`config.mk`:
```
export PLATFORM = sky130hd
export DESIGN_NAME = fifo_canal_virtual
export DESIGN_NICKNAME = d
export VERILOG_FILES = /design/src/rtl/fifo_canal_virtual_pkg.sv /design/src/rtl/fifo_canal_virtual_memoria.sv /design/src/rtl/fifo_canal_virtual.sv
export SDC_FILE = /design/constraint.sdc
export NUM_CORES = 1
export LEC_CHECK = 0
export BUFFER_PORTS_ARGS = -buffer_cell sky130_fd_sc_hd__clkbuf_2
export CORE_MARGIN = 2
export CORE_UTILIZATION = 51
export CTS_CLUSTER_SIZE = 40
export DETAILED_ROUTE_END_ITERATION = 8
export HOLD_SLACK_MARGIN = 0.15
export PLACE_DENSITY_LB_ADDON = 0.05
export SLEW_MARGIN = 20
export SYNTH_ARGS = -nofsm -noshare
export SYNTH_HDL_FRONTEND = slang
export SYNTH_HIERARCHICAL = 1
export SYNTH_SLANG_ARGS = --single-unit
```
`constraint.sdc`:
```
create_clock -name clk -period 1.85 [get_ports clk]
set_input_delay 0.2775 -clock clk [delete_from_list [all_inputs] [get_ports clk]]
set_output_delay 0.2775 -clock clk [all_outputs]
set_load 0.03 [all_outputs]
```
`src/rtl/fifo_canal_virtual_pkg.sv`:
```
// Shared constants for the virtual-channel FIFOs of the transmission layer.
// Default word/depth sizing and flag thresholds used by fifo_canal_virtual and memoria_fifo.
package fifo_canal_virtual_pkg;

   localparam int DATA_W_DEF    = 6;
   localparam int ADDR_W_DEF    = 2;
   localparam int UMBRAL_AF_DEF = 3;
   localparam int UMBRAL_AE_DEF = 1;

   typedef logic [DATA_W_DEF-1:0] palabra_t;

endpackage

```
`src/rtl/fifo_canal_virtual_memoria.sv`:
```
// Storage array for fifo_canal_virtual: one synchronous write port, one registered read port.
// Only the read register is reset; array contents survive reset.
module memoria_fifo
   import fifo_canal_virtual_pkg::*;
#(
   parameter int DATA_W = DATA_W_DEF,
   parameter int ADDR_W = ADDR_W_DEF
) (
   input  logic              clk,
   input  logic              reset_L,
   input  logic              wr_en,
   input  logic [ADDR_W-1:0] wr_addr,
   input  logic [DATA_W-1:0] wr_data,
   input  logic              rd_en,
   input  logic [ADDR_W-1:0] rd_addr,
   output logic [DATA_W-1:0] rd_data
);

   logic [DATA_W-1:0] mem [2**ADDR_W];

   always_ff @(posedge clk) begin
      if (wr_en) mem[wr_addr] <= wr_data;
   end

   // Same-address read and write (push+pop at full) returns the old head word.
   always_ff @(posedge clk or negedge reset_L) begin
      if (!reset_L)   rd_data <= '0;
      else if (rd_en) rd_data <= mem[rd_addr];
   end

endmodule

```
`src/rtl/fifo_canal_virtual.sv`:
```
// Per-virtual-channel FIFO ahead of the routing arbiter, with empty/full/almost flags and sticky error.
// Optional macro FIFO_CUENTA_EN adds the registered occupancy output `cuenta`.
module fifo_canal_virtual
   import fifo_canal_virtual_pkg::*;
#(
   parameter int DATA_W    = DATA_W_DEF,
   parameter int ADDR_W    = ADDR_W_DEF,
   parameter int UMBRAL_AF = UMBRAL_AF_DEF,
   parameter int UMBRAL_AE = UMBRAL_AE_DEF
) (
   input  logic              clk,
   input  logic              reset_L,
   input  logic              push,
   input  logic [DATA_W-1:0] data_in,
   input  logic              pop,
   output logic [DATA_W-1:0] data_out,
   output logic              valid_out,
   output logic              empty,
   output logic              full,
   output logic              almost_empty,
   output logic              almost_full,
`ifdef FIFO_CUENTA_EN
   output logic [ADDR_W:0]   cuenta,
`endif
   output logic              error
);

   localparam logic [ADDR_W:0] UNO   = {{ADDR_W{1'b0}}, 1'b1};
   localparam logic [ADDR_W:0] TH_AF = UMBRAL_AF[ADDR_W:0];
   localparam logic [ADDR_W:0] TH_AE = UMBRAL_AE[ADDR_W:0];

   logic [ADDR_W:0] wr_ptr;
   logic [ADDR_W:0] rd_ptr;
   logic [ADDR_W:0] ocupacion;
   logic            push_ok;
   logic            pop_ok;

   // Extra pointer MSB distinguishes full from empty when the low bits match.
   assign empty        = (wr_ptr == rd_ptr);
   assign full         = (wr_ptr[ADDR_W] != rd_ptr[ADDR_W]) &&
                         (wr_ptr[ADDR_W-1:0] == rd_ptr[ADDR_W-1:0]);
   assign almost_empty = (ocupacion <= TH_AE);
   assign almost_full  = (ocupacion >= TH_AF);

   assign pop_ok  = pop && !empty;
   assign push_ok = push && (!full || pop_ok);

`ifdef FIFO_CUENTA_EN
   assign cuenta = ocupacion;
`endif

   always_ff @(posedge clk or negedge reset_L) begin
      if (!reset_L) begin
         wr_ptr    <= '0;
         rd_ptr    <= '0;
         ocupacion <= '0;
         valid_out <= 1'b0;
         error     <= 1'b0;
      end else begin
         valid_out <= pop_ok;
         if (push_ok) wr_ptr <= wr_ptr + UNO;
         if (pop_ok)  rd_ptr <= rd_ptr + UNO;
         case ({push_ok, pop_ok})
            2'b10:   ocupacion <= ocupacion + UNO;
            2'b01:   ocupacion <= ocupacion - UNO;
            default: ocupacion <= ocupacion;
         endcase
         if ((push && !push_ok) || (pop && !pop_ok)) error <= 1'b1;
      end
   end

   memoria_fifo #(
      .DATA_W (DATA_W),
      .ADDR_W (ADDR_W)
   ) u_memoria (
      .clk     (clk),
      .reset_L (reset_L),
      .wr_en   (push_ok),
      .wr_addr (wr_ptr[ADDR_W-1:0]),
      .wr_data (data_in),
      .rd_en   (pop_ok),
      .rd_addr (rd_ptr[ADDR_W-1:0]),
      .rd_data (data_out)
   );

endmodule

```
==> summary.txt, run 1 <==
Run status
  – Status: complete, no violations

Yosys
  – Syn. warnings: 6
  – Seq/Total Area, Yosys: 61.23%
  – Syn_nets: 149
  – Number of distinct library cells after synthesis: 36
  – Synthesized area per cell: 14.07 µm²
  – Syn Inst Count: 133
  – Mapped Area: 1872 µm²
  – Synth Register Bits: 41

Route
  – Routed wl met2: 1656 µm
  – Total Wirelength: 3500 µm
  – WL met3: 107 µm
  – Initial DRC count: 73
  – Avg Vias per Cell: 5.187
  – Final ANT Viol Nets: 0
  – Met1 wire length: 1707 µm
  – DR pass1 iterations: 4
  – Routed len/inst: 15.56 µm
  – Vias: 1,167
  – Top routing layer in use: met4
  – Drt drc: 0

Die
  – Die Area: 4171 µm²
  – Die Span Y: 64.58 µm
  – Die width: 64.58 µm
  – Core ar.: 3606 µm²
  – Row cnt: 22
  – Ports: 22
  – Starting Density: 51.91%

Power and ir drop
  – Gate power share: 53.8%
  – Sequential Power Share: 33.6%
  – P_leak: 0.9758 nW
  – Final Power: 4.394 mW
  – Internal power: 2.634 mW
  – Clock Power Share: 12.6%
  – Peak supply drop: 1086 µV
  – Net Sw Power: 1.759 mW
  – Power Density: 1931 nW/µm²
  – Net Sw Frac: 40.04%

Worst setup path
  – Worst EP arrival: 1.50 ns
  – CP max stage delay: 0.41 ns
  – CP endpoint kind: primary output
  – Worst path slowest cell: dfrtp_1
  – Critical path's most frequent cell: buf_4
  – Reg2reg setup slack: 0.08 ns
  – Startpoint type of the worst setup path: register
  – Worst EP required: 1.57 ns
  – Worst Path Buf+Inv: 4
  – Cell family with most CP delay: buffers and inverters
  – Crit path kind: reg2out
  – Worst-path cell chain: xnor2_2, buf_4, nand3_2, buf_4, inv_1, buf_4
  – CP max FO: 2

STA
  – Fin. Hold Viols: 0
  – Fmax: 562.6 MHz
  – Hold WS: 0.1967 ns
  – Slew headroom: 68.76%
  – Worst Skew: 0.004491 ns
  – Final-report max-slew violation count: 0
  – Period utilization: 96.07%
  – Setup-failing EPs final: 0
  – Setup TNS Final: 0 ns
  – Minimum clock period: 1.777 ns
  – Worst Max-Slew Pin Slew: 0.4676 ns

Clocking
  – CTS buffer count: 5
  – CTS tree: built
  – Clock tree buffer depth: 2
  – Clock Latency Late Sink: 0.29 ns
  – Root Buffer: clkbuf_8
  – Clock transition at path regs: 0.08 ns
  – Clk sink count: 41
  – H-tree depth: 2

Cells and area
  – Antenna diode count: 0
  – Fin cells: 225
  – Layout area overhead: 21.52%
  – Final #Nets: 192
  – Layout cells sized above 1: 32.20%

GRT
  – First-pass GRT wire length: 5727 µm
  – Largest net degree at the start of global routing: 18
  – Vias in the first global route: 1,151
  – Overflow after GRT: 0
  – Antenna violations before repair: 0
  – GRT Overall Usage: 18.86%

Flow run
  – MaxCap Viol Count: 0

Place
  – Placed cells: 210
  – Routability congestion estimate from global placement: 0.7603
  – IO buf count: 21
  – DP HPWL: 2434 µm

Min path
  – Hold WC Path Type: in2reg
[layer usage]
metal,up-vias,track usage [%]
li1,582,-
met1,561,26.93
met2,20,27.86
met3,4,5.382
met4,0,6.383
met5,-,0
[flip-flops by register name, indices dropped and copies added, names as in the netlist]
name               cells
error                  1
ocupacion              3
rd_ptr                 3
u_memoria/mem         24
u_memoria/rd_data      6
valid_out              1
wr_ptr                 3
[synth_stat cells, drive strengths merged]
cell	number	share of area, %
o211a	2	1.1
and3b	1	0.47
nor3	1	0.27
o21bai	1	0.40
mux2	2	1.4
mux2i	13	7.0
a21oi	4	1.1
o22ai	1	0.33
a211oi	1	0.40
xor2	3	1.8
nand2	5	1.0
nor2	3	0.60
o211ai	2	0.80
nand3	7	2.4
edfxtp	24	39
inv	7	1.4
o221ai	7	3.3
nand4	1	0.33
nor3b	1	0.40
nor2b	2	0.67
o21ai	3	1.4
and3	1	0.33
a31oi	2	0.67
buf	2	0.87
ha	6	4.0
nand2b	7	2.3
xnor2	7	4.1
dfrtp	17	23
[logic make-up after synthesis]
family | share of synthesized area, %
flip-flops | 61.23
AND/OR/NAND/NOR | 8.824
AO/OA/AOI/OAI | 9.425
multiplexers | 8.355
XOR/XNOR | 5.883
buffers and inverters | 2.272
adder cells (fa/ha/maj) | 4.011
[final timing paths]
check,from,to,depth (start not counted)
setup reg to reg,wr_ptr[0],u_memoria/mem[1][1],6
min in group asynchronous,reset_L,valid_out,2
hold / removal,data_in[5],u_memoria/mem[2][5],1
max in group asynchronous,reset_L,ocupacion[0],2
hold reg to reg,error,error,1
setup / recovery,wr_ptr[0],full,6
[through the flow]
| step | setup WS, ns | area (µm²) | utilization, % |
|---|---|---|---|
| after floorplan | 0.1934 | 1877 | - |
| after global placement | 0.07939 | 2101 | 58.26 |
| after detailed placement | 0.02991 | 2101 | 58.26 |
| after CTS | 0.009636 | 2225 | 61.69 |
| after global routing | -0.003060 | 2275 | 63.08 |
| final | 0.07267 | 2275 | 63.08 |
[layout by cell type, fill, tap and decap left out, drive strengths merged, types with 2 or more instances in the layout]
master and n:
clkbuf 25, nand3 7, o211a 2, mux2 2, nor2b 2, nand2b 7
nor2 3, xnor2 7, edfxtp 24, mux2i 13, buf 18, o21ai 3
a21oi 4, inv 7, dfrtp 17, a31oi 2, o221ai 7, xor2 3
o211ai 2, ha 6, nand2 5
[cell type report]
class | instances | area (µm²)
fill | 291 | 1331
inverter | 7 | 28.78
timing repair buffer | 38 | 247.7
sequential | 41 | 1147
tap | 48 | 60.06
multi-input combinational | 83 | 706.9
clock buffer | 6 | 72.57
clock inverter | 2 | 11.26
[power by group through the flow]
stage	clock network (mW)	registers (mW)	logic, mW
detailed placement	0	1.49	2.07
global route	0.613	1.51	2.59
CTS	0.575	1.48	2.17
finish	0.555	1.47	2.36
global placement	0	1.47	2.04
floorplan	0	1.69	1.21
[what timing repair did]
action | in CTS | in global routing
pin swaps | 1 | 2
cloned | 0 | 0
endpoints found under the setup margin | 1 | 14
hold buffers | 1 | 0
gates resized for setup | 4 | 9
buffers inserted | 1 | 5
hold endpoints to repair | 17 | 0
No activity file was read; power rests on OpenSTA's default activity.
==> run 2: changes to the inputs <==
--- a/config.mk
+++ b/config.mk
@@ -5,9 +5,11 @@
 export SDC_FILE = /design/constraint.sdc
 export NUM_CORES = 1
 export LEC_CHECK = 0
+export ABC_CLOCK_PERIOD_IN_PS = 1850
 export BUFFER_PORTS_ARGS = -buffer_cell sky130_fd_sc_hd__clkbuf_2
 export CORE_MARGIN = 2
 export CORE_UTILIZATION = 51
+export CTS_BUF_LIST = sky130_fd_sc_hd__clkbuf_16
 export CTS_CLUSTER_SIZE = 40
 export DETAILED_ROUTE_END_ITERATION = 8
 export HOLD_SLACK_MARGIN = 0.15
==> summary.txt, run 2 (synthesis gave the netlist of run 1 again) <==
Die
  – Core ar.: 3606 µm²
  – Starting Density: 51.91%
  – Die width: 64.58 µm
  – Row cnt: 22
  – Ports: 22
  – Die Area: 4171 µm²
  – Die Span Y: 64.58 µm

Clocking
  – Clock tree buffer depth: 2
  – CTS buffer count: 5
  – H-tree depth: 2
  – CTS tree: built
  – Clock Latency Late Sink: 0.28 ns
  – Clock transition at path regs: 0.06 ns
  – Root Buffer: clkbuf_16
  – Clk sink count: 41

Power and ir drop
  – Net Sw Power: 1.774 mW
  – Net Sw Frac: 39.09%
  – Gate power share: 49.4%
  – Peak supply drop: 1035 µV
  – Sequential Power Share: 32.5%
  – P_leak: 0.9919 nW
  – Final Power: 4.537 mW
  – Clock Power Share: 18.1%
  – Internal power: 2.764 mW
  – Power Density: 1970 nW/µm²

Place
  – Routability congestion estimate from global placement: 0.7603
  – Pre-CTS setup slack: 0.02991 ns
  – Placed cells: 210
  – IO buf count: 21
  – DP Area: 2101 µm²
  – DP HPWL: 2434 µm

Cells and area
  – Max FFs per register: 24
  – Antenna diode count: 0
  – Core Util, Final: 63.88%
  – Layout cells sized above 1: 30.46%
  – Layout area overhead: 23.06%
  – Final instance area: 2303 µm²
  – Commonest non-fill, non-tap cell in the layout: edfxtp_1
  – Most flops, register: u_memoria/mem
  – Most frequent cells in the layout: 24 x edfxtp_1, 20 x clkbuf_2, 17 x dfrtp_1
  – FILL cells: 284
  – Largest registers: u_memoria/mem: 24 flops, u_memoria/rd_data: 6 flops
  – Final #Nets: 189
  – Fin cells: 222

Worst setup path
  – Worst path slowest cell: dfrtp_1
  – CP max stage delay: 0.41 ns
  – Crit path kind: reg2out
  – Worst-path cell chain: xnor2_2, buf_4, nand3_2, buf_4, inv_4, buf_6
  – CP endpoint kind: primary output
  – Worst EP arrival: 1.49 ns
  – Worst EP required: 1.57 ns
  – Critical path's most frequent cell: buf_4
  – Startpoint type of the worst setup path: register
  – CP max FO: 4

Min path
  – Hold WC Path Type: in2reg

STA
  – Hold WS: 0.2055 ns
  – Slew headroom: 68.14%
  – Minimum clock period: 1.771 ns
  – Fmax: 564.7 MHz
  – RSZ-0062 raised after global routing: no
  – Final-report max-slew violation count: 0
  – Period utilization: 95.73%
  – Worst Max-Slew Pin Slew: 0.4769 ns
  – Worst setup margin: 0.07901 ns
  – Setup-failing EPs final: 0
  – Fin. Hold Viols: 0
  – Worst Skew: 0.003210 ns
  – Setup TNS Final: 0 ns

GRT
  – Vias in the first global route: 1,164
  – Antenna violations before repair: 0
  – First-pass GRT wire length: 5816 µm
  – Overflow after GRT: 0
  – Largest net degree at the start of global routing: 18
  – GRT Overall Usage: 19.17%

Route
  – Vias: 1,174
  – Initial DRC count: 70
  – Routed len/inst: 16.06 µm
  – Drt drc: 0
  – Avg Vias per Cell: 5.288
  – Total Wirelength: 3565 µm
  – DR pass1 iterations: 4
  – Final ANT Viol Nets: 0

Run status
  – Status: complete, no violations

Flow run
  – MaxCap Viol Count: 0
[run 2: cell types whose count changed in the layout (fill, tap and decap cells not counted), moves of 2 or more]
cell       previous run  this run
clkbuf_16             0         5
inv_1                 5         7
buf_4                17        13
clkbuf_8              5         0
[run 2: worst max-delay path: cells and delay by family, from the launching register on]
kind          cells  cell delay, ns
buf+inv           4            0.50
simple gates      1            0.08
xor+xnor          1            0.22
flops             1            0.41
[run 2: timing repair]
item | 4_1_cts | 5_1_grt
pin swaps | 1 | 1
resized for setup | 1 | 8
setup endpoints to repair | 1 | 19
buffers inserted | 1 | 2
hold buffers | 1 | 0
hold endpoints to repair | 17 | 0
gates cloned | 0 | 0
[run 2: power by group through the flow]
| stage | clock network [mW] | logic (mW) | registers (mW) |
|---|---|---|---|
| 2_1_floorplan | 0 | 1.21 | 1.69 |
| 3_3_place_gp | 0 | 2.04 | 1.47 |
| 3_5_place_dp | 0 | 2.07 | 1.49 |
| 4_1_cts | 0.833 | 2.12 | 1.47 |
| 5_1_grt | 0.865 | 2.47 | 1.51 |
| 6_report | 0.821 | 2.24 | 1.48 |
[run 2: layout make-up]
type	count	area (µm²)	area share [%]
clock buffer	5	125.1	5.432
sequential	41	1146	49.76
multi-input combinational	83	709.4	30.80
tap	48	60.06	2.607
clock inverter	3	15.01	0.6518
inverter	7	28.78	1.249
timing repair buffer	35	219.0	9.506
[run 2: per-layer routing]
layer / vias up / GRT usage [%] / wire, µm
met3: 8 / 3.819 / 116
met5: - / 0 / 0
met4: 0 / 9.574 / 75
met1: 565 / 27.08 / 1713
met2: 26 / 28.39 / 1659
li1: 575 / - / -
[run 2: path summary, 6_finish.rpt]
check / startpoint / end / slack, ns / depth (start not counted)
setup / recovery: rd_ptr[0] / empty / 0.08 / 6
hold / removal: data_in[5] / u_memoria/mem[2][5] / 0.21 / 1
setup reg to reg: rd_ptr[2] / u_memoria/mem[0][3] / 0.11 / 5
hold reg to reg: error / error / 0.47 / 1
max in group asynchronous: reset_L / u_memoria/rd_data[4] / 1.05 / 2
min in group asynchronous: reset_L / u_memoria/rd_data[2] / 0.48 / 2
==> run 3: changes to the inputs <==
--- a/config.mk
+++ b/config.mk
@@ -5,10 +5,10 @@
 export SDC_FILE = /design/constraint.sdc
 export NUM_CORES = 1
 export LEC_CHECK = 0
-export ABC_CLOCK_PERIOD_IN_PS = 1850
+export ABC_CLOCK_PERIOD_IN_PS = 2120
 export BUFFER_PORTS_ARGS = -buffer_cell sky130_fd_sc_hd__clkbuf_2
 export CORE_MARGIN = 2
-export CORE_UTILIZATION = 51
+export CORE_UTILIZATION = 32
 export CTS_BUF_LIST = sky130_fd_sc_hd__clkbuf_16
 export CTS_CLUSTER_SIZE = 40
 export DETAILED_ROUTE_END_ITERATION = 8
==> constraint.sdc (replaced) <==
create_clock -name clk -period 2.12 [get_ports clk]
set_input_delay 0.318 -clock clk [delete_from_list [all_inputs] [get_ports clk]]
set_output_delay 0.318 -clock clk [all_outputs]
set_load 0.03 [all_outputs]
==> summary.txt, run 3 (synthesis gave the netlist of run 1 again) <==
Power and ir drop
  – Sequential Power Share: 34.1%
  – Gate power share: 46.9%
  – Clock Power Share: 19.0%
  – P_leak: 0.9751 nW
  – Net Sw Frac: 39.69%
  – Power Density: 1648 nW/µm²
  – Internal power: 2.277 mW
  – Final Power: 3.775 mW
  – Peak supply drop: 770.2 µV
  – Net Sw Power: 1.498 mW

Cells and area
  – Layout area overhead: 22.39%
  – Largest registers: u_memoria/mem: 24 flops, u_memoria/rd_data: 6 flops
  – Commonest non-fill, non-tap cell in the layout: edfxtp_1
  – Layout cells sized above 1: 27.91%
  – Final #Nets: 187
  – Most frequent cells in the layout: 24 x edfxtp_1, 21 x clkbuf_2, 17 x dfrtp_1
  – Max FFs per register: 24
  – Most flops, register: u_memoria/mem
  – Antenna diode count: 0
  – Final instance area: 2291 µm²

Route
  – Avg Vias per Cell: 4.742
  – Initial DRC count: 93
  – Routed len/inst: 15.34 µm
  – Drt drc: 0
  – Total Wirelength: 3742 µm
  – Vias: 1,157
  – DR pass1 iterations: 4
  – Final ANT Viol Nets: 0

Worst setup path
  – Worst EP arrival: 1.61 ns
  – Worst EP required: 1.80 ns
  – Startpoint type of the worst setup path: register
  – Crit path kind: reg2out
  – CP max FO: 4
  – CP endpoint kind: primary output

GRT
  – First-pass GRT wire length: 6127 µm
  – GRT Overall Usage: 13.17%
  – Overflow after GRT: 0
  – Vias in the first global route: 1,165
  – Antenna violations before repair: 0
  – Largest net degree at the start of global routing: 18

Place
  – Pre-CTS setup slack: 0.007174 ns
  – IO buf count: 21
  – Routability congestion estimate from global placement: 0.7328
  – DP Area: 2133 µm²
  – DP HPWL: 2627 µm

Die
  – Starting Density: 33.58%
  – Row cnt: 27
  – Die Area: 6477 µm²
  – Die Span Y: 80.48 µm
  – Core ar.: 5574 µm²
  – Ports: 22
  – Die width: 80.48 µm

STA
  – Worst setup margin: 0.1910 ns
  – Worst Skew: 0.004632 ns
  – Period utilization: 90.99%
  – Slew headroom: 60.98%
  – Minimum clock period: 1.929 ns
  – Hold WS: 0.2586 ns
  – Setup-failing EPs final: 0
  – Fin. Hold Viols: 0
  – RSZ-0062 raised after global routing: no
  – Worst Max-Slew Pin Slew: 0.5832 ns
  – Fmax: 518.4 MHz
  – Final-report max-slew violation count: 0
  – Setup TNS Final: 0 ns

Clocking
  – Clk sink count: 41
  – H-tree depth: 2
  – Total setup buffers inserted after CTS: 0
  – CTS buffer count: 5
  – Root Buffer: clkbuf_16
  – Clock Latency Late Sink: 0.28 ns
  – CTS tree: built
  – Clock tree buffer depth: 2
  – Clock transition at path regs: 0.06 ns

Flow run
  – MaxCap Viol Count: 0

Run status
  – Status: complete, no violations

Min path
  – Hold WC Path Type: in2reg
run 3: worst paths after layout:
check                      slack (ns)                    to  depth (start not counted)        from
setup / recovery                 0.19                 empty                          5   rd_ptr[2]
hold / removal                   0.26   u_memoria/mem[2][2]                          1  data_in[2]
setup reg to reg                 0.34  u_memoria/rd_data[5]                          6   rd_ptr[2]
max in group asynchronous        1.24             rd_ptr[0]                          2     reset_L
min in group asynchronous        0.54          ocupacion[0]                          2     reset_L
hold reg to reg                  0.48                 error                          1       error
run 3: repair_timing:
action                                 in CTS  in global routing
endpoints found under the hold margin      17                  0
setup endpoints to repair                   6                  0
hold buffers                                1                  0
resized for setup                           1                  0
run 3: stage by stage:
stage	cells	util, %
2_1_floorplan	133	-
3_3_place_gp	235	38.27
3_5_place_dp	235	38.27
4_1_cts	244	41.10
5_1_grt	244	41.10
6_report	244	41.10
run 3: final cells by class:
cell class	instances	area [µm²]
clock buffers	5	125.1
clock inverters	3	17.52
fillers	527	3283
inverters	7	26.28
multi-input cells	83	688.2
flip-flops and latches	41	1146
well taps	72	90.09
repair buffers	33	197.7
run 3: per-layer routing:
metal  up-vias  GRT usage, %  share of wire [%]
met5         -             0                  0
met4         0         4.068               0.51
met3         2         3.708                3.8
met2        21         18.67                 44
met1       550         19.38                 51
li1        584             -                  -
run 3: power groups by stage:
stage / Clock [mW] / Combinational (mW) / Sequential [mW]
6_report: 0.717 / 1.77 / 1.29
5_1_grt: 0.796 / 1.96 / 1.32
4_1_cts: 0.745 / 1.80 / 1.29
3_5_place_dp: 0 / 1.78 / 1.30
3_3_place_gp: 0 / 1.79 / 1.29
2_1_floorplan: 0 / 1.06 / 1.47
run 3: worst max-delay path: stages (launching register included):
cell and delay, ns:
dfrtp_1 0.43, xnor2_1 0.33, nand3_2 0.11, buf_4 0.18
inv_2 0.07, clkbuf_2 0.20
